## src/rtl/pipe_stage_ctrl_pkg.sv

```systemverilog
// Shared types and helpers for the pipeline stage controller.
package pipe_stage_ctrl_pkg;

    typedef enum logic [1:0] {
        ST_INIT  = 2'd0,
        ST_RUN   = 2'd1,
        ST_DRAIN = 2'd2,
        ST_HALT  = 2'd3
    } state_t;

    // Width needed to count 0..stages valid entries.
    function automatic int occ_width(input int stages);
        return $clog2(stages + 1);
    endfunction

endpackage

```

## src/rtl/pipe_stage_ctrl_vld.sv

```systemverilog
// One pipeline stage valid bit with its leave/room handshake terms.
// room_in is the room of the next stage downstream (OUT_READY for the last stage).
module pipe_stage_ctrl_vld (
    input  logic CLK,
    input  logic RSTN,
    input  logic load,
    input  logic hold,
    input  logic room_in,
    input  logic clr,
    output logic vld,
    output logic leave,
    output logic room
);

    // An empty stage always has room, which is what collapses bubbles.
    assign leave = vld & ~hold & room_in;
    assign room  = ~vld | leave;

    // Valid bit: load wins, otherwise keep the item until it leaves.
    always_ff @(posedge CLK or negedge RSTN) begin
        if (!RSTN) begin
            vld <= 1'b0;
        end else if (clr) begin
            vld <= 1'b0;
        end else begin
            vld <= load | (vld & ~leave);
        end
    end

endmodule

```

## src/rtl/pipe_stage_ctrl.sv

```systemverilog
// Valid/enable/clear controller for a linear chain of pipeline registers.
//
//   state    | meaning
//   ---------+-----------------------------------------------------------
//   ST_INIT  | one cycle after reset, all stage registers cleared
//   ST_RUN   | normal operation, intake open
//   ST_DRAIN | intake closed, items keep flowing out until the pipe is empty
//   ST_HALT  | pipe empty and intake closed until DRAIN_REQ drops
module pipe_stage_ctrl
    import pipe_stage_ctrl_pkg::*;
#(
    parameter int STAGES = 4,
    parameter int CNTW   = occ_width(STAGES)
) (
    input  logic              CLK,
    input  logic              RSTN,
    input  logic              IN_VALID,
    output logic              IN_READY,
    output logic              OUT_VALID,
    input  logic              OUT_READY,
    input  logic [STAGES-1:0] HOLD,
    input  logic              FLUSH,
    input  logic              DRAIN_REQ,
    output logic [STAGES-1:0] STAGE_EN,
    output logic [STAGES-1:0] STAGE_CLR,
    output logic [STAGES-1:0] STAGE_VALID,
    output logic [CNTW-1:0]   OCC,
    output logic              HALTED
);

    state_t            state_q;
    state_t            state_d;
    logic              in_init;
    logic              clr_all;
    logic [STAGES-1:0] v;

    // Per-stage valid flops. The room chain is kept as per-block scalars so the
    // combinational ripple from OUT_READY back to IN_READY has no vector self-loop.
    for (genvar i = 0; i < STAGES; i++) begin : g
        logic room_in;
        logic leave;
        logic room;

        if (i == STAGES - 1) begin : g_tail
            assign room_in = OUT_READY;
        end else begin : g_body
            assign room_in = g[i+1].room;
        end

        if (i == 0) begin : g_head
            assign STAGE_EN[0] = IN_VALID & IN_READY;
        end else begin : g_link
            assign STAGE_EN[i] = g[i-1].leave & ~clr_all;
        end

        pipe_stage_ctrl_vld u_vld (
            .CLK     (CLK),
            .RSTN    (RSTN),
            .load    (STAGE_EN[i]),
            .hold    (HOLD[i]),
            .room_in (room_in),
            .clr     (clr_all),
            .vld     (v[i]),
            .leave   (leave),
            .room    (room)
        );
    end

    assign STAGE_VALID = v;

    // State register.
    always_ff @(posedge CLK or negedge RSTN) begin
        if (!RSTN) begin
            state_q <= ST_INIT;
        end else begin
            state_q <= state_d;
        end
    end

    // Next-state logic; FLUSH only freezes HALT, RUN and DRAIN follow DRAIN_REQ/OCC.
    always_comb begin
        state_d = state_q;
        case (state_q)
            ST_INIT:  state_d = ST_RUN;
            ST_RUN:   if (DRAIN_REQ) state_d = ST_DRAIN;
            ST_DRAIN: begin
                if (OCC == '0) begin
                    state_d = ST_HALT;
                end else if (!DRAIN_REQ) begin
                    state_d = ST_RUN;
                end
            end
            ST_HALT:  if (!DRAIN_REQ && !FLUSH) state_d = ST_RUN;
            default:  state_d = ST_INIT;
        endcase
    end

    // End handshakes and clear controls.
    always_comb begin
        in_init   = (state_q == ST_INIT);
        clr_all   = in_init | FLUSH;
        STAGE_CLR = {STAGES{clr_all}};
        IN_READY  = g[0].room & (state_q == ST_RUN) & ~FLUSH;
        OUT_VALID = v[STAGES-1] & ~HOLD[STAGES-1] & ~clr_all;
        HALTED    = (state_q == ST_HALT);
    end

    // Occupancy: popcount of the registered valid bits.
    always_comb begin
        OCC = '0;
        for (int i = 0; i < STAGES; i++) begin
            OCC = OCC + CNTW'(v[i]);
        end
    end

endmodule

```

## config.mk

```make
export PLATFORM = sky130hd
export DESIGN_NAME = pipe_stage_ctrl
export DESIGN_NICKNAME = d
export VERILOG_FILES = /design/src/rtl/pipe_stage_ctrl_pkg.sv /design/src/rtl/pipe_stage_ctrl_vld.sv /design/src/rtl/pipe_stage_ctrl.sv
export SDC_FILE = /design/constraint.sdc
export NUM_CORES = 1
export LEC_CHECK = 0
export CORE_MARGIN = 2
export CORE_UTILIZATION = 40
export DETAILED_ROUTE_END_ITERATION = 8
export PLACE_DENSITY_LB_ADDON = 0.12
export SLEW_MARGIN = 20
export SYNTH_ARGS = -nofsm -noshare
export SYNTH_HDL_FRONTEND = slang
export SYNTH_SLANG_ARGS = --single-unit
```

## constraint.sdc

```tcl
create_clock -name CLK -period 2.3 [get_ports CLK]
set_input_delay 0.345 -clock CLK [delete_from_list [all_inputs] [get_ports CLK]]
set_output_delay 0.345 -clock CLK [all_outputs]
set_load 0.02 [all_outputs]
```

Yosys cells after proc, flatten, opt, wreduce, memory -nomap -nowiden
Cells that the tools add are included.
{"block": "totals", "register_bits": 6, "input_bits": 10, "out_inout_bits": 18, "wordCells": 71}
{"block": "op_classes", "addsub": 3, "n_eq_ne": 6, "n_mux": 9, "bitwise": 42, "reduce_logical": 6}
{"cell": "bitwise AND 1 bit", "n": 19}
{"cell": "NOT 1 bit", "n": 14}
{"cell": "OR 1 bit", "n": 9}
{"cell": "2-to-1 mux 2 bit", "n": 4}
{"cell": "case mux 2 bit (4 select lines)", "n": 1}
{"cell": "== test 2 bit, second input constant", "n": 2}
{"cell": "2-to-1 mux 1 bit", "n": 4}
{"cell": "adder 2 x 1 -> 3 bit", "n": 1}
{"cell": "adder 3 x 1 -> 3 bit", "n": 1}
{"cell": "logical NOT 3 bit", "n": 1}
{"cell": "inequality test 3 bit, second input constant", "n": 1}
{"cell": "AND reduction 3 bit", "n": 1}
{"cell": "adder 1 x 1 -> 2 bit", "n": 1}
{"cell": "== test 2 x 1 -> 1 bit, second input constant", "n": 1}
{"cell": "logical NOT 1 bit", "n": 2}
{"cell": "logical NOT 2 bit", "n": 1}
{"cell": "inequality test 2 x 1 -> 1 bit, second input constant", "n": 1}
{"cell": "inequality test 2 bit, second input constant", "n": 1}
{"cell": "logical AND 1 bit", "n": 1}

Depth between registers and ports, before layout
Gate-level depths: netlist of the first run.
{"block": "logic_depth", "depth_word": 15, "depth_mapped": 9, "ltp_nobuf": 9}

By module
From an unflattened synthesis of the first run, not the netlist that was laid out.
{"block": "unflattened", "cells_unflattened": 64, "hier_area_um2": 589.3}
{"module": "pipe_stage_ctrl", "n_inst": 1, "cells_each": 36, "area_per_inst_um2": 319.1, "seq_area_each_um2": 50.0}
{"module": "pipe_stage_ctrl_vld", "n_inst": 4, "cells_each": 7, "area_per_inst_um2": 67.6, "seq_area_each_um2": 25.0}

Worst setup path after synthesis of the first run
Ideal clock, no wire load.
{"block": "synth_path", "path_kind": "register to register", "start": "register g[0].u_vld.vld", "end": "register state_q[1]", "setup_ns": 0.136, "arrival_ns": 2.133, "required_time_ns": 2.164, "setup_slack_ns": 0.031, "stages_incl_launch_ff": 10, "path_buffers": 0, "synth_period_minus_slack_ns": 2.269, "path_cell_list": "dfrtp_1 -> inv_1 -> fa_1 -> inv_1 -> ha_1 -> ha_1 -> nor3_1 -> o221ai_1 -> nand2_1 -> o21ai_0"}
{"block": "synth_between", "elab_chain_len": 6, "word_cells_on_any_way": 8, "classes_between": "add/sub: 3; eq/ne: 1; mux: 2; reduce/logical: 2"}
{"element": "from (decl)", "line": "pipe_stage_ctrl_vld.sv:10", "source": "output logic vld,"}
{"element": "from (signal assigned)", "line": "pipe_stage_ctrl_vld.sv:26", "source": "vld <= load | (vld & ~leave);"}
{"element": "adder 1 x 1 -> 2 bit *", "line": "pipe_stage_ctrl.sv:112", "source": "OCC = OCC + CNTW'(v[i]);"}
{"element": "adder 2 x 1 -> 3 bit *", "line": "pipe_stage_ctrl.sv:112"}
{"element": "adder 3 x 1 -> 3 bit *", "line": "pipe_stage_ctrl.sv:112"}
{"element": "net OCC[1]", "line": "pipe_stage_ctrl.sv:27", "source": "output logic [CNTW-1:0] OCC,"}
{"element": "logical NOT 3 bit *", "line": "pipe_stage_ctrl.sv:87", "source": "if (OCC == '0) begin"}
{"element": "2-to-1 mux 2 bit / inequality test 3 bit (equally long branches)"}
{"element": "case mux 2 bit (4 select lines) / AND reduction 3 bit (equally long branches)"}
{"element": "to (signal assigned)", "line": "pipe_stage_ctrl.sv:76", "source": "state_q <= state_d;"}
{"element": "to (decl)", "line": "pipe_stage_ctrl.sv:31", "source": "state_t state_q;"}
Mark *: on every way through the listed nets, which the timed path passes. The rest lies on a longest branch.
A chain may end at the register's enable or synchronous reset.

Worst setup path in the final report of the first run
{"block": "layout_path", "start": "register g[0].u_vld.vld", "end": "output OCC[0]"}
{"block": "layout_between", "elab_chain_len": 3}
{"element": "adder 1 x 1 -> 2 bit", "line": "pipe_stage_ctrl.sv:112"}
{"element": "adder 2 x 1 -> 3 bit", "line": "pipe_stage_ctrl.sv:112"}
{"element": "adder 3 x 1 -> 3 bit", "line": "pipe_stage_ctrl.sv:112"}
{"element": "to (decl)", "line": "pipe_stage_ctrl.sv:27"}
Every way passes these cells.

==> results of run 1 <==
## worst paths after layout
check | from | endpoint | slack, ns | cells after the start
hold reg to reg | state_q[0] | state_q[0] | 0.54 | 2
min in group CLK | state_q[0] | state_q[0] | 0.54 | 2
max in group asynchronous | RSTN | state_q[1] | 1.74 | 1
setup reg to reg | g[0].u_vld.vld | state_q[1] | 0.21 | 9
hold / removal | RSTN | state_q[0] | 0.35 | 1
setup / recovery | g[0].u_vld.vld | OCC[0] | 0.06 | 5
## registers in the layout, indices dropped and copies added, names as in the netlist
register     cells
g.u_vld.vld      4
state_q          2
## metrics by stage
stage / setup slack [ns] / cell area (um2)
4_1_cts: -0.07626 / 884.6
3_3_place_gp: -0.2143 / 869.6
6_report: 0.06310 / 915.9
5_1_grt: -0.01789 / 915.9
3_5_place_dp: -0.2126 / 869.6
2_1_floorplan: 0.03143 / 609.3
## synthesized netlist by cell type
| master | instances | share of area |
|---|---|---|
| nor3_1 | 3 | 0.025 |
| nor3b_1 | 2 | 0.025 |
| nand3b_1 | 1 | 0.012 |
| a211oi_4 | 1 | 0.033 |
| ha_1 | 6 | 0.12 |
| a21oi_1 | 3 | 0.025 |
| o41ai_1 | 1 | 0.014 |
| nand2b_1 | 3 | 0.031 |
| o21ai_2 | 1 | 0.014 |
| buf_4 | 12 | 0.15 |
| nor3_2 | 1 | 0.016 |
| inv_2 | 1 | 0.0062 |
| nand2b_4 | 1 | 0.023 |
| nor4b_2 | 1 | 0.025 |
| o21ai_0 | 3 | 0.025 |
| a21o_1 | 2 | 0.025 |
| nor2b_1 | 1 | 0.010 |
| dfrtp_1 | 6 | 0.25 |
| inv_1 | 8 | 0.049 |
| o221ai_1 | 1 | 0.014 |
| nor2_1 | 4 | 0.025 |
| nand2_1 | 5 | 0.031 |
| o21a_1 | 1 | 0.012 |
| fa_1 | 1 | 0.033 |
| and3_1 | 1 | 0.010 |
## area by class of cell
| type | count | area, um2 | area share |
|---|---|---|---|
| clock buffers | 3 | 22.52 | 0.02459 |
| inverters | 9 | 33.78 | 0.03689 |
| multi-input cells | 43 | 365.4 | 0.3989 |
| flip-flops and latches | 6 | 150.1 | 0.1639 |
| well taps | 16 | 20.02 | 0.02186 |
| repair buffers | 35 | 324.1 | 0.3538 |
## kinds of logic after synthesis
kind of cell | count (synthesis) | synth area share
AO/OA/AOI/OAI | 13 | 0.1622
adder cells (fa/ha/maj) | 7 | 0.1561
flip-flops | 6 | 0.2464
AND/OR/NAND/NOR | 23 | 0.2320
buffers and inverters | 21 | 0.2033
## per-layer routing
| layer | up-vias | track usage | wire length (um) |
|---|---|---|---|
| met5 | - | 0 | 0 |
| met4 | 0 | 0.07273 | 0 |
| met3 | 0 | 0.02553 | 66 |
| met2 | 13 | 0.2879 | 651 |
| met1 | 251 | 0.1614 | 492 |
| li1 | 276 | - | - |
## critical path: stages (launching register included)
cell and delay [ns]:
dfrtp_1 0.34, inv_1 0.07, fa_1 0.54, inv_1 0.04
ha_1 0.32, dlygate4sd2_1 0.34
## power by group through the flow
stage	sequential [uW]	clock (uW)	combinational (uW)
finish	143	90.8	329
global route	146	107	367
CTS	144	99.9	331
detailed placement	145	0	339
global placement	146	0	332
floorplan	142	0	233
==> out/metrics.cfg, run 1 <==
[logic_synthesis]
syn_nets=87
synth_cells=70
synth_area_um2=609.3
synth_warnings=0
synth_area_per_cell_um2=8.705
ys_types=25
yosysSeqAreaShare=0.2464
ys_ff_latch=6

[critical_path]
worstSetupPathType=reg2out
critPathLaunchType=flop
crit_arrival_ns=1.89
worst-path-max-fanout=2
crit_path_end_kind=output pin
critPathRequiredTime_ns=1.96

[clocking]
clkTransAtPathRegs_ns=0.04
cts_hold_buf=0
cts.repair.resized=8
post_cts_buffers=0
cts_buffers=3
cts_root_buf=clkbuf_4
clockBufferDepth=2
clk_latency_ns=0.23
h-tree-depth=1
cts_sinks=6
cts_tree=built

[timing]
period_minus_slack_ns=2.237
drv_slew=0
skew_ns=0.0007340
max_freq_mhz=447.0
setup_viol=0
timing.hold.ws_ns=0.3499
slew_headroom=0.8035
final.period_utilization=0.9726
worst_pin_slew_ns=0.2910
rsz0062_at_grt=true
setup_tns_ns=0
hold_viol_final=0

[global_route]
grt_start_max_net_pins=9
grtUsageTotal=0.1529
grt_pass1_vias=519
antenna_found_initial=0
grt_pass1_wl_um=2090
grt.overflow.total=0

[final_layout]
antenna-diode-count=0
nNetsFinal=115
drive_gt1_frac=0.2500
n_fill_cell=137
area_delta_synth_final_pct=50.31
final_common_cell=clkdlybuf4s50_1
mostFrequentLayoutCells=clkdlybuf4s50_1 (14), buf_4 (9), inv_1 (8)
final_util=0.6224
stdcell_count=112

[floorplan]
dieArea_um2=1852
rows=14
die_w_um=43.03
start_util=0.4141
ios=28
core_um2=1471
die_y_um=43.03

[route]
ant_nets=0
drtPass1Iterations=3
drt_iter0_drc=4
drcViolationCount=0
via_per_inst=4.821
drt_wl_total_um=1210
avgRoutedWirePerCell_um=10.80
dr_total_vias=540

[pwr]
p_leak_uw=0.0004756
powerDensity_nw_per_um2=614.3
finalPower_uw=562.6
clockPowerShare=0.161
p_seq_frac=0.255
p_sw_frac=0.4114
ir_worst_vdd_mv=0.4531
comb_power_share=0.584
intPower_uw=331.2
power_switching_uw=231.5

[status]
status=finished clean

[min_path]
min_path_type=in2async

[placement]
place_congestion=0.7698
placed_cells=109
hpwl_um=1066
io_buffers=27

[run]
max-cap-violations=0

No activity file was read; power rests on OpenSTA's default activity.
==> run 2, diff against run 1 <==
HOLD_SLACK_MARGIN = 0.15   (was default)
==> results of run 2 <==
The final DEF is identical to that of run 1; final timing and power are the same.
